===== config.mk =====
export PLATFORM = sky130hd
export DESIGN_NAME = shape_sequencer_flat
export DESIGN_NICKNAME = d
export VERILOG_FILES = /design/src/rtl/shape_sequencer_pkg.sv /design/src/rtl/shape_sequencer_if.sv /design/src/rtl/shape_sequencer.sv /design/src/flat_wrapper.sv
export SDC_FILE = /design/constraint.sdc
export NUM_CORES = 1
export LEC_CHECK = 0
export BUFFER_PORTS_ARGS = -buffer_cell sky130_fd_sc_hd__buf_2
export CAP_MARGIN = 20
export CORE_MARGIN = 2
export CORE_UTILIZATION = 46
export CTS_BUF_LIST = sky130_fd_sc_hd__clkbuf_4
export DETAILED_ROUTE_END_ITERATION = 6
export GPL_TIMING_DRIVEN = 0
export PLACE_DENSITY = 0.85
export SETUP_SLACK_MARGIN = 0.15
export SYNTH_ARGS = -nofsm -noshare
export SYNTH_HDL_FRONTEND = slang
export SYNTH_SLANG_ARGS = --single-unit

===== constraint.sdc =====
create_clock -name clk -period 3.21 [get_ports clk]
set_input_delay 0.321 -clock clk [delete_from_list [all_inputs] [get_ports clk]]
set_output_delay 0.321 -clock clk [all_outputs]
set_load 0.005 [all_outputs]

===== src/rtl/shape_sequencer_pkg.sv =====
// Shared types and constants for the draw-command sequencer: shape codes,
// splitter output_sel codes and the per-shape segment table lookups.
package shape_sequencer_pkg;

   localparam int OPW  = 76;
   localparam int LOCW = 38;
   localparam int POSW = 19;

   typedef enum logic [1:0] {
      LINE   = 2'b00,
      TRI    = 2'b01,
      CIRCLE = 2'b10,
      RSVD   = 2'b11
   } shape_t;

   typedef enum logic [1:0] {
      S_IDLE = 2'd0,
      S_LOAD = 2'd1,
      S_SEND = 2'd2
   } state_t;

   localparam logic [3:0] LL1      = 4'd0;
   localparam logic [3:0] TL1      = 4'd1;
   localparam logic [3:0] TL2      = 4'd2;
   localparam logic [3:0] TL3      = 4'd3;
   localparam logic [3:0] CA1      = 4'd4;
   localparam logic [3:0] SEL_NONE = 4'hF;

   // Index of the final segment for a shape; triangles walk three edges.
   function automatic logic [1:0] lastIdx(input shape_t shape);
      logic [1:0] last;
      last = 2'd0;
      if (shape == TRI) last = 2'd2;
      return last;
   endfunction

   function automatic logic [3:0] segSel(input shape_t shape, input logic [1:0] idx);
      logic [3:0] sel;
      sel = SEL_NONE;
      case (shape)
         LINE:   sel = LL1;
         TRI: begin
            case (idx)
               2'd0:    sel = TL1;
               2'd1:    sel = TL2;
               2'd2:    sel = TL3;
               default: sel = SEL_NONE;
            endcase
         end
         CIRCLE: sel = CA1;
         default: sel = SEL_NONE;
      endcase
      return sel;
   endfunction

endpackage


===== src/rtl/shape_sequencer_if.sv =====
// Bundle of the command, splitter and segment handshakes around the sequencer.
// master is the sequencer's view, slave is the surrounding GPU's view.
interface shape_sequencer_if;
   import shape_sequencer_pkg::*;

   logic              cmd_valid;
   logic              cmd_ready;
   shape_t            cmd_shape;
   logic [OPW-1:0]    cmd_opdata;
   logic              abort;

   logic [OPW-1:0]    sp_opdata;
   logic [3:0]        sp_sel;
   logic [LOCW-1:0]   sp_locations;

   logic              seg_valid;
   logic              seg_ready;
   logic [LOCW-1:0]   seg_loc;
   logic              seg_circle;
   logic              seg_last;
   logic              done;
   logic              err;

   modport master (
      input  cmd_valid, cmd_shape, cmd_opdata, abort, sp_locations, seg_ready,
      output cmd_ready, sp_opdata, sp_sel, seg_valid, seg_loc, seg_circle, seg_last, done, err
   );

   modport slave (
      output cmd_valid, cmd_shape, cmd_opdata, abort, sp_locations, seg_ready,
      input  cmd_ready, sp_opdata, sp_sel, seg_valid, seg_loc, seg_circle, seg_last, done, err
   );

endinterface


===== src/rtl/shape_sequencer.sv =====
// Walks the splitter through each shape's segment list and hands every
// captured {start,end} or {centre,radius} pair to the rasterizer.
module shape_sequencer
   import shape_sequencer_pkg::*;
(
   input logic               clk,
   input logic               rst,
   shape_sequencer_if.master bus
);

   state_t            state_q,      state_d;
   shape_t            shape_q,      shape_d;
   logic [1:0]        idx_q,        idx_d;
   logic [OPW-1:0]    sp_opdata_q,  sp_opdata_d;
   logic [LOCW-1:0]   seg_loc_q,    seg_loc_d;
   logic              seg_circle_q, seg_circle_d;
   logic              seg_last_q,   seg_last_d;
   logic              done_q,       done_d;
   logic              err_q,        err_d;

   logic              cmdReady;
   logic              segValid;
   logic [3:0]        spSel;

   // State and output registers; reset discards any in-flight segment.
   always_ff @(posedge clk) begin
      if (rst) begin
         state_q      <= S_IDLE;
         shape_q      <= LINE;
         idx_q        <= 2'd0;
         sp_opdata_q  <= '0;
         seg_loc_q    <= '0;
         seg_circle_q <= 1'b0;
         seg_last_q   <= 1'b0;
         done_q       <= 1'b0;
         err_q        <= 1'b0;
      end else begin
         state_q      <= state_d;
         shape_q      <= shape_d;
         idx_q        <= idx_d;
         sp_opdata_q  <= sp_opdata_d;
         seg_loc_q    <= seg_loc_d;
         seg_circle_q <= seg_circle_d;
         seg_last_q   <= seg_last_d;
         done_q       <= done_d;
         err_q        <= err_d;
      end
   end

   // Next-state logic: abort dominates everything, including a same-cycle accept.
   always_comb begin
      state_d      = state_q;
      shape_d      = shape_q;
      idx_d        = idx_q;
      sp_opdata_d  = sp_opdata_q;
      seg_loc_d    = seg_loc_q;
      seg_circle_d = seg_circle_q;
      seg_last_d   = seg_last_q;
      done_d       = 1'b0;
      err_d        = 1'b0;
      cmdReady     = 1'b0;
      segValid     = 1'b0;
      spSel        = SEL_NONE;

      case (state_q)
         S_IDLE: begin
            cmdReady = !bus.abort;
            if (bus.cmd_valid && !bus.abort) begin
               sp_opdata_d = bus.cmd_opdata;
               shape_d     = bus.cmd_shape;
               idx_d       = 2'd0;
               if (bus.cmd_shape == RSVD) begin
                  err_d = 1'b1;
               end else begin
                  state_d = S_LOAD;
               end
            end
         end

         S_LOAD: begin
            spSel = segSel(shape_q, idx_q);
            if (bus.abort) begin
               state_d = S_IDLE;
            end else begin
               seg_loc_d    = bus.sp_locations;
               seg_circle_d = (shape_q == CIRCLE);
               seg_last_d   = (idx_q == lastIdx(shape_q));
               state_d      = S_SEND;
            end
         end

         S_SEND: begin
            segValid = 1'b1;
            if (bus.abort) begin
               state_d = S_IDLE;
            end else if (bus.seg_ready) begin
               if (seg_last_q) begin
                  done_d  = 1'b1;
                  state_d = S_IDLE;
               end else begin
                  idx_d   = idx_q + 2'd1;
                  state_d = S_LOAD;
               end
            end
         end

         default: begin
            state_d = S_IDLE;
         end
      endcase
   end

   assign bus.cmd_ready  = cmdReady;
   assign bus.sp_opdata  = sp_opdata_q;
   assign bus.sp_sel     = spSel;
   assign bus.seg_valid  = segValid;
   assign bus.seg_loc    = seg_loc_q;
   assign bus.seg_circle = seg_circle_q;
   assign bus.seg_last   = seg_last_q;
   assign bus.done       = done_q;
   assign bus.err        = err_q;

endmodule


===== src/flat_wrapper.sv =====
// flat-port wrapper written by rule: the top's interface ports become plain ports
module shape_sequencer_flat import shape_sequencer_pkg::*;
  (clk, rst, bus_cmd_valid, bus_cmd_shape, bus_cmd_opdata, bus_abort, bus_sp_locations, bus_seg_ready, bus_cmd_ready, bus_sp_opdata, bus_sp_sel, bus_seg_valid, bus_seg_loc, bus_seg_circle, bus_seg_last, bus_done, bus_err);
  shape_sequencer_if bus_i ();
  input logic clk;
  input logic rst;
  input wire logic [$bits(bus_i.cmd_valid)-1:0] bus_cmd_valid;
  input wire logic [$bits(bus_i.cmd_shape)-1:0] bus_cmd_shape;
  input wire logic [$bits(bus_i.cmd_opdata)-1:0] bus_cmd_opdata;
  input wire logic [$bits(bus_i.abort)-1:0] bus_abort;
  input wire logic [$bits(bus_i.sp_locations)-1:0] bus_sp_locations;
  input wire logic [$bits(bus_i.seg_ready)-1:0] bus_seg_ready;
  output wire logic [$bits(bus_i.cmd_ready)-1:0] bus_cmd_ready;
  output wire logic [$bits(bus_i.sp_opdata)-1:0] bus_sp_opdata;
  output wire logic [$bits(bus_i.sp_sel)-1:0] bus_sp_sel;
  output wire logic [$bits(bus_i.seg_valid)-1:0] bus_seg_valid;
  output wire logic [$bits(bus_i.seg_loc)-1:0] bus_seg_loc;
  output wire logic [$bits(bus_i.seg_circle)-1:0] bus_seg_circle;
  output wire logic [$bits(bus_i.seg_last)-1:0] bus_seg_last;
  output wire logic [$bits(bus_i.done)-1:0] bus_done;
  output wire logic [$bits(bus_i.err)-1:0] bus_err;
  assign bus_i.cmd_valid = bus_cmd_valid;
  assign bus_i.cmd_shape = bus_cmd_shape;
  assign bus_i.cmd_opdata = bus_cmd_opdata;
  assign bus_i.abort = bus_abort;
  assign bus_i.sp_locations = bus_sp_locations;
  assign bus_i.seg_ready = bus_seg_ready;
  assign bus_cmd_ready = bus_i.cmd_ready;
  assign bus_sp_opdata = bus_i.sp_opdata;
  assign bus_sp_sel = bus_i.sp_sel;
  assign bus_seg_valid = bus_i.seg_valid;
  assign bus_seg_loc = bus_i.seg_loc;
  assign bus_seg_circle = bus_i.seg_circle;
  assign bus_seg_last = bus_i.seg_last;
  assign bus_done = bus_i.done;
  assign bus_err = bus_i.err;
  shape_sequencer u_core (.clk(clk), .rst(rst), .bus(bus_i));
endmodule

==> impl_metrics.yaml <==
outcome:
  status: "completed"
sta:
  setup_viol: 0
  period_minus_slack_ns: 1.97
  hold_violations: 0
  worst_pin_slew_ns: 0.584
  slew_violations: 0
  rsz0062_at_grt: "no"
  skew_ns: 0.0167
  finalCritPeriodShare_pct: 61.4
  relSlewSlack_pct: 61.0
  timing.fmax_mhz: 507
  setup_tns_ns: 0
  layout_setup_ws_ns: 1.24
drt:
  wl_per_cell_um: 13.5
  ant_nets: 0
  drc: 0
  drtPass1Iterations: 5
  vias_per_cell: 4.76
  drt_iter0_drc: 122
  drt-total-wl_mm: 13.3
  num_vias: 4685
place:
  dp_cells: 936
  dp_hpwl_mm: 9.42
  finalWeightedCongestion: 0.800
  io_buffers: 243
  pre_cts_slack_ns: 1.39
yosys:
  ys_ff_latch: 124
  ys_seq_area_share_pct: 55.7
  synth_cells: 564
  yosys.cell_types.count: 26
  synth_area_mm2: 0.00446
  synth_nets: 688
  synth.avg_cell_area_um2: 7.91
  ys_warn_count: 0
grt:
  overflow: 0
  grt_pass1_vias: 4222
  grt_pass1_wl_mm: 19.7
  grt_use_total_pct: 24.1
  grt_max_degree: 17
  antenna_found_initial: 0
critical_path:
  cp-start-kind: "register"
  cp-end-kind: "output port"
  crit_type: "reg2out"
  crit_fanout: 7
  worstPathRequired_ns: 2.89
  cp.arrival_ns: 1.65
clock_tree:
  cts_tree: "yes"
  clock-sinks: 124
  clock_latency_ns: 0.51
  root_buffer: "clkbuf_4"
  htree_levels: 4
  cts_buffer_depth: 2
  postCtsSetupBuffers: 0
  cts_made_buffers: 17
  clkSlewWorstSetupHoldPaths_ns: 0.12
cells_and_area:
  fin_nets: 968
  fin_cells: 985
  num_antenna_cells: 0
  fillers: 826
  areaGrowthSynthToFinish_pct: 42.2
  layout.area.seq_mm2: 0.00248
  multiInputGateArea_mm2: 0.00176
  drive_gt1_share_pct: 34.1
  fin_util_pct: 68.0
floorplanning:
  ioPinCount: 245
  core_area_mm2: 0.00933
  die_w_um: 102
  die-area_mm2: 0.0105
  std_cell_rows: 35
  start_util_pct: 47.8
  die_h_um: 102
power_and_ir_drop:
  p_leak_uw: 0.00292
  power_uw: 3170
  power.density_mw_per_mm2: 500
  vdd_drop_max_uv: 317
job:
  drv_cap: 0
min_path:
  min_path_type: "in2reg"
## layout by cell type, fill, tap and decap left out, drive strengths merged
cell and n:
buf 259, nand2 240, dfxtp 124, a21oi 119
clkbuf 43, dlygate4sd3 18, inv 6, clkinv 6
nor2b 4, nand3 4, bufinv 4, o21ai 3
nand3b 3, nor3 3, ha 3, clkinvlp 3
nand2b 2, or4b 2, or2 1, nor2 1
nor4b 1, or3 1, a31oi 1, a211oi 1
nor3b 1, or3b 1, xnor2 1, o41ai 1
## synthesized netlist by cell type, drive strengths merged
cell type  number  area [um2]
a211oi          1        7.51
a21oi         119         596
a31oi           1        6.26
buf            16         105
clkbuf         26        97.6
dfxtp         124        2480
ha              3        37.5
inv             5        18.8
nand2         240         901
nand2b          2        12.5
nand3           4        20.0
nand3b          3        22.5
nor2            1        3.75
nor2b           4        25.0
nor3            3        15.0
nor3b           1        7.51
nor4b           1        23.8
o21ai           3        15.0
o41ai           1        8.76
or2             1        6.26
or3             1        6.26
or3b            1        8.76
or4b            2        23.8
xnor2           1        8.76
## critical path: stages, from the launching register on
cell and delay, ns:
dfxtp_1 0.49, nor2b_1 0.41, nand2_1 0.11, buf_2 0.16
## kinds of logic after synthesis
kind of cell | Yosys count | synth area share (%)
and+or+nand+nor | 264 | 24.1
AOI/OAI and AO/OA | 125 | 14.2
DFF | 124 | 55.7
buffers and inverters | 47 | 4.97
adders and majority gates | 3 | 0.842
xor gates and xnor gates | 1 | 0.196
## report_power, final
group | internal, uW | total (uW) | switching, uW | leakage (uW)
Combinational | 158 | 330 | 172 | 0.00175
Sequential | 1590 | 1620 | 27.6 | 0.00101
Clock | 616 | 1220 | 603 | 0.000162
## layout make-up
class                      count  area share [%]
timing repair buffer         261            22.0
sequential                   124            39.2
buffer                        42            3.20
clock inverter                14            3.08
tap                          129            2.55
clock buffer                  17            2.01
multi-input combinational    393            27.7
inverter                       5           0.296
## sequential cells by signal, indices dropped and copies added, names as in the netlist
register               count
u_core.bus.sp_opdata      76
u_core.bus.done            1
u_core.bus.seg_circle      1
u_core.bus.seg_loc        38
u_core.state_q             2
u_core.bus.seg_last        1
u_core.shape_q             2
u_core.bus.err             1
u_core.idx_q               2
## final timing paths
kind	startpoint	to	slack, ns	cells after the start
worst max-delay path	u_core.state_q[0]$_SDFFE_PP0P_	bus_sp_sel[2]	1.24	3
worst min-delay path	bus_cmd_opdata[37]	u_core.bus.sp_opdata[37]$_SDFFE_PP0P_	0.04	3
worst max register to register	u_core.state_q[0]$_SDFFE_PP0P_	u_core.bus.seg_loc[31]$_SDFFE_PP0P_	1.26	5
worst min register to register	u_core.bus.seg_circle$_SDFFE_PP0P_	u_core.bus.seg_circle$_SDFFE_PP0P_	0.45	2
## timing repair
item                      4_1_cts  5_1_grt
resized for setup               0        0
hold endpoints to repair        7       11
hold buffers                    7       11
## routing by layer
layer | GRT usage, % | up-vias | wire length, um
met4 | 7.69 | 0 | 251
met1 | 27.0 | 2087 | 5380
met3 | 9.44 | 23 | 1180
met5 | 0 | - | 0
met2 | 41.9 | 196 | 6460
li1 | - | 2379 | -
## stage by stage
stage	instance area (um2)	hold WS (ns)
floorplan	4460	0.400
global placement	5840	0.439
detailed placement	5840	0.443
CTS	6230	0.000669
global route	6340	0.00131
finish	6340	0.0377
(Power assumes the default switching activity.)
